<file path="src/rtl/cpu0_oci_pkg.sv">
// cpu0_oci_pkg: shared widths and FSM state for the DCT trace atom packer.
package cpu0_oci_pkg;
   localparam int DCT_BUF_W     = 30;
   localparam int DCT_CNT_W     = 4;
   localparam int DCT_MAX_ATOMS = 15;
   localparam int ATOM_W        = 2;
   localparam int WORD_W        = DCT_CNT_W + DCT_BUF_W;
   typedef enum logic [1:0] {IDLE, FILL, EMIT} dct_state_e;
endpackage

</file>
<file path="src/rtl/cpu0_oci_dct_outreg.sv">
// cpu0_oci_dct_outreg: valid/ready holding register for one packed trace word.
module cpu0_oci_dct_outreg
   import cpu0_oci_pkg::*;
(
   input  logic              clk,
   input  logic              reset_n,
   input  logic              load,
   input  logic [WORD_W-1:0] din,
   input  logic              word_ready,
   output logic              word_valid,
   output logic [WORD_W-1:0] word_data
);
   logic              valid_q, valid_d;
   logic [WORD_W-1:0] data_q, data_d;
   always_comb begin
      valid_d = load ? 1'b1 : (valid_q && word_ready) ? 1'b0 : valid_q;
      data_d  = load ? din : data_q;
   end
   always_ff @(posedge clk or negedge reset_n) begin
      if (!reset_n) begin
         valid_q <= 1'b0;
         data_q  <= '0;
      end else begin
         valid_q <= valid_d;
         data_q  <= data_d;
      end
   end
   assign word_valid = valid_q;
   assign word_data  = data_q;
endmodule

</file>
<file path="src/rtl/cpu0_oci_dct_sequencer.sv">
// cpu0_oci_dct_sequencer: packs 2-bit trace atoms into 34-bit {count, buffer} words.
// Define CPU0_OCI_DCT_OVERFLOW_EN for drop mode with overflow/lost_count reporting.
module cpu0_oci_dct_sequencer
   import cpu0_oci_pkg::*;
(
   input  logic                 clk,
   input  logic                 reset_n,
   input  logic                 trace_en,
   input  logic                 atom_valid,
   input  logic [ATOM_W-1:0]    atom,
   output logic                 atom_ready,
   input  logic                 flush,
   output logic                 word_valid,
   output logic [WORD_W-1:0]    word_data,
   input  logic                 word_ready,
   output logic [DCT_BUF_W-1:0] dct_buffer,
   output logic [DCT_CNT_W-1:0] dct_count,
`ifdef CPU0_OCI_DCT_OVERFLOW_EN
   output logic                 overflow,
   output logic [7:0]           lost_count,
   input  logic                 overflow_clr,
`endif
   output logic                 busy
);
   dct_state_e           state_q, state_d;
   logic [DCT_BUF_W-1:0] dbuf_q, dbuf_d, dbuf_n;
   logic [DCT_CNT_W-1:0] cnt_q, cnt_d, cnt_n;
   logic                 acc, go_emit, hs;
`ifdef CPU0_OCI_DCT_OVERFLOW_EN
   assign atom_ready = reset_n && trace_en;
`else
   assign atom_ready = reset_n && trace_en && (state_q != EMIT);
`endif
   // In drop mode atom_ready stays high in EMIT, so acceptance also excludes EMIT.
   assign acc = atom_valid && atom_ready && (state_q != EMIT);
   assign hs  = word_valid && word_ready;
   always_comb begin
      dbuf_n  = acc ? {dbuf_q[DCT_BUF_W-ATOM_W-1:0], atom} : dbuf_q;
      cnt_n   = acc ? cnt_q + 1'b1 : cnt_q;
      go_emit = (acc && cnt_q == DCT_CNT_W'(DCT_MAX_ATOMS - 1)) || (flush && state_q == FILL);
      state_d = (state_q == EMIT) ? (hs ? IDLE : EMIT) :
                go_emit ? EMIT : (cnt_n != '0) ? FILL : IDLE;
      dbuf_d  = hs ? '0 : dbuf_n;
      cnt_d   = hs ? '0 : cnt_n;
   end
   always_ff @(posedge clk or negedge reset_n) begin
      if (!reset_n) begin
         state_q <= IDLE;
         dbuf_q  <= '0;
         cnt_q   <= '0;
      end else begin
         state_q <= state_d;
         dbuf_q  <= dbuf_d;
         cnt_q   <= cnt_d;
      end
   end
   cpu0_oci_dct_outreg u_outreg (
      .clk        (clk),
      .reset_n    (reset_n),
      .load       (go_emit && state_q != EMIT),
      .din        ({cnt_n, dbuf_n}),
      .word_ready (word_ready),
      .word_valid (word_valid),
      .word_data  (word_data)
   );
`ifdef CPU0_OCI_DCT_OVERFLOW_EN
   logic       ovf_q, ovf_d, drop;
   logic [7:0] lost_q, lost_d;
   always_comb begin
      drop   = atom_valid && atom_ready && (state_q == EMIT);
      ovf_d  = overflow_clr ? drop : (ovf_q || drop);
      lost_d = overflow_clr ? {7'd0, drop} : (drop && lost_q != 8'hFF) ? lost_q + 8'd1 : lost_q;
   end
   always_ff @(posedge clk or negedge reset_n) begin
      if (!reset_n) begin
         ovf_q  <= 1'b0;
         lost_q <= '0;
      end else begin
         ovf_q  <= ovf_d;
         lost_q <= lost_d;
      end
   end
   assign overflow   = ovf_q;
   assign lost_count = lost_q;
`endif
   assign dct_buffer = dbuf_q;
   assign dct_count  = cnt_q;
   assign busy       = (state_q != IDLE);
endmodule

</file>
<file path="config.mk">
export PLATFORM = sky130hd
export DESIGN_NAME = cpu0_oci_dct_sequencer
export DESIGN_NICKNAME = d
export VERILOG_FILES = /design/src/rtl/cpu0_oci_pkg.sv /design/src/rtl/cpu0_oci_dct_outreg.sv /design/src/rtl/cpu0_oci_dct_sequencer.sv
export SDC_FILE = /design/constraint.sdc
export NUM_CORES = 1
export LEC_CHECK = 0
export CORE_MARGIN = 2
export CORE_UTILIZATION = 44
export DETAILED_ROUTE_END_ITERATION = 16
export PLACE_DENSITY = 0.85
export SYNTH_ARGS = -nofsm -noshare
export SYNTH_HDL_FRONTEND = slang
export SYNTH_HIERARCHICAL = 1
export SYNTH_SLANG_ARGS = --single-unit
</file>
<file path="constraint.sdc">
create_clock -name clk -period 2.05 [get_ports clk]
set_clock_uncertainty 0.2 [all_clocks]
set_input_delay 0.41 -clock clk [delete_from_list [all_inputs] [get_ports clk]]
set_output_delay 0.41 -clock clk [all_outputs]
set_load 0.1 [all_outputs]
</file>
==> out/metrics.cfg <==
[sta]
rsz0062_at_grt=false
postLayoutSetupSlackWorst_ns=0.0699
timing.final.crit_period_ns=1.98
finalSetupViolCount=0
hold_violations=0
tightestPinTransition_ns=0.612
clock.fmax_mhz=505
slew_violations=0
timing.max_slew.rel_slack_pct=59.2
hold_ws_ns=0.0184
layout_worst_path_cycle_share_pct=96.6

[floorplanning]
chipHeight_um=89.7
die_area_mm2=0.00805
boundaryPins=79
design.core.area_mm2=0.00718
placementRows=31
initial_cell_density_of_the_core_pct=45.0
width_of_the_die_um=89.7

[synthesis]
yosys_warnings=6
synth_ff_type=sky130_fd_sc_hd__dfrtp_1
synthArstFlopShare_pct=100
yosys_register_bits=71
avgSynthCellArea_um2=11.8
synth.distinct_cells=33
seq_area_frac_synth_pct=55.0
synth_top_cell_by_area=sky130_fd_sc_hd__dfrtp_1
cell_count_after_synthesis=275
synth.top_cell.area_share_pct=55.0
mappedNetlistNets=285
yosys-top-cells-area=sky130_fd_sc_hd__dfrtp_1 55%, sky130_fd_sc_hd__mux2_4 13%, sky130_fd_sc_hd__nand2_1 11%, sky130_fd_sc_hd__and2b_1 5.1%, sky130_fd_sc_hd__nor2b_1 2.3%
synth-edff-count=0
post_synthesis_cell_area_mm2=0.00323

[setup_path]
end_kind=flop
start_kind=input pin
criticalPathCategory=in2reg
critPathSlowestCell=sky130_fd_sc_hd__dlygate4sd3_1
critical-path-top-cell-by-count=sky130_fd_sc_hd__a211oi_1
critical_path_buf_inv_count=3
critPathMaxStageDelay_ns=0.60
path_delay_family=buffers and inverters
worstPathRequired_ns=2.08
timing.critical_path.cells=buf_4 > dlygate4sd3_1 > buf_6 > nand4_1 > a211oi_1 > a211oi_1 > o21a_1
path_max_fanout=23
cp_data_arrival_time_ns=2.01

[cts]
clk_root_buffer_cell=sky130_fd_sc_hd__clkbuf_8
clock_tree.htree_level_count=3
postCtsSetupBuffers=0
cts.reportedPaths.clkPinSlew_ns=0.08
cts.sink_count=71
cts.path.max_buffers=2
cts_tree=done
tritoncts.num_buffers=9
clkLatencyLatePin_ns=0.34

[final_layout]
ff_latch_area_mm2=0.00179
multi_input_comb_area_mm2=0.00133
drive_gt1_share_pct=39.6
n_fill_cell=481
fin_nets=371
area_growth_syn_to_layout_pct=57.4
antennaDiodeCount=0

[place]
port_buffers=78
gp_congestion=0.841
placement.setup.worst_slack_ns=-0.221
place.detailed.hpwl_mm=5.06

[route]
drt_wl_total_mm=7.17
dr_wl_cell_um=15.4
dr_wl_met3_um=332
route.top_layer_used=met4
m1WireLength_mm=3.19
vias=2265
viasPerCell=4.87
drt_iter0_markers=124
wire_length_on_met2_mm=3.57
antenna_left=0
drtPass1Iterations=4
drc_errors=0

[global_route]
leftover_overflow_at_the_end_of_global_routing=0
grt_antenna_before_repair=0
grt_pass1_vias=2386
grt_start_max_net_pins=50
wire_length_of_the_first_global_routing_pass_mm=12.3
grt_usage_pct=19.0

[status]
outcome=complete, no violations

[power_and_ir_drop]
worst_vdd_rail_ir_drop_v=0.00137
leakage_uw=0.00252
power.density_mw_per_mm2=1180
report.power.total_uw=5990

[worst_hold_path]
hp-class=in2async

[flow_run]
maxCapViolCount=0

-- where the power goes --
part / internal [µW] / total [µW] / switching (µW)
clock: 697 / 1250 / 555
combinational: 1090 / 2890 / 1800
sequential: 1590 / 1850 / 254
-- state kept, by name, summed over array words and instances (netlist names) --
signal               cells
state_q                  2
u_outreg/word_data      34
dct_count                4
dct_buffer              30
u_outreg/word_valid      1
-- kinds of logic (layout without fill, tap and decap cells) --
kind of cell | after synthesis | after routing | synth area share (%)
adders and majority gates | 2 | 2 | 0.774
and+or+nand+nor | 141 | 141 | 21.8
AOI/OAI and AO/OA | 8 | 8 | 1.63
buffers and inverters | 16 | 107 | 4.30
muxes | 34 | 34 | 15.2
DFF | 71 | 71 | 55.0
xor gates and xnor gates | 3 | 3 | 1.28
-- placed cells by master, fill, tap and decap left out, types with 2 or more instances in the layout --
cell	netlist	final
sky130_fd_sc_hd__dfrtp_2	0	2
sky130_fd_sc_hd__mux2_2	5	5
sky130_fd_sc_hd__clkbuf_8	0	9
sky130_fd_sc_hd__and3_1	2	2
sky130_fd_sc_hd__nor2b_1	12	12
sky130_fd_sc_hd__ha_1	2	2
sky130_fd_sc_hd__clkinvlp_4	0	2
sky130_fd_sc_hd__nand3_1	2	2
sky130_fd_sc_hd__dfrtp_4	0	2
sky130_fd_sc_hd__a211oi_1	2	2
sky130_fd_sc_hd__mux2_4	29	29
sky130_fd_sc_hd__buf_4	2	7
sky130_fd_sc_hd__nand2_1	91	91
sky130_fd_sc_hd__dfrtp_1	71	67
sky130_fd_sc_hd__xnor2_2	2	2
sky130_fd_sc_hd__bufinv_16	0	2
sky130_fd_sc_hd__nor2_1	2	2
sky130_fd_sc_hd__clkdlybuf4s50_1	0	6
sky130_fd_sc_hd__inv_6	0	3
sky130_fd_sc_hd__buf_12	3	74
sky130_fd_sc_hd__and2b_1	22	22
-- metrics by stage --
step	instance area [µm²]	setup TNS (ns)	utilization (%)	instances
floorplan	3250	0	-	275
CTS	5080	0	70.8	465
finish	5090	0	70.9	465
global placement	4850	-6.58	67.6	448
global route	5090	0	70.9	465
detailed placement	4850	-10.45	67.6	448
-- cell usage after synthesis, types with 3 or more instances --
cell type,number
sky130_fd_sc_hd__nand2_1,91
sky130_fd_sc_hd__clkbuf_1,6
sky130_fd_sc_hd__dfrtp_1,71
sky130_fd_sc_hd__mux2_2,5
sky130_fd_sc_hd__buf_6,3
sky130_fd_sc_hd__mux2_4,29
sky130_fd_sc_hd__buf_12,3
sky130_fd_sc_hd__and2b_1,22
sky130_fd_sc_hd__nor2b_1,12
-- routing by layer --
| metal | up-vias | global-route usage [%] |
|---|---|---|
| li1 | 1066 | - |
| met1 | 1141 | 24.8 |
| met2 | 50 | 31.2 |
| met3 | 8 | 5.36 |
| met4 | 0 | 5.77 |
| met5 | - | 0 |
-- final timing paths --
check                                                start                       end  slack, ns  cells after the start
max                                                reset_n      state_q[0]$_DFF_PN0_       0.07                      7
min                                                reset_n  dct_buffer[24]$_DFF_PN0_       0.02                      2
max reg2reg                         dct_count[1]$_DFF_PN0_      state_q[0]$_DFF_PN0_       0.13                      6
min reg2reg                u_outreg/word_valid$_DFFE_PN0P_    dct_count[2]$_DFF_PN0_       0.35                      1
max in group asynchronous                          reset_n    dct_count[1]$_DFF_PN0_       0.98                      3
min in group clk           u_outreg/word_valid$_DFFE_PN0P_    dct_count[2]$_DFF_PN0_       0.35                      1
-- area by class of cell --
class                      count  share of cell area [%]
sequential                    71                    35.1
timing repair buffer          89                    31.8
multi-input combinational    188                    26.1
clock buffer                   9                    2.44
tap                           99                    2.44
clock inverter                 7                    1.99
inverter                       2                   0.148
-- what timing repair did --
action / CTS / global route
hold buffers: 1 / 0
resized for setup: 0 / 1
setup endpoints to repair: 0 / 1
hold endpoints to repair: 22 / 0
Power figures use the tool's default switching activity.
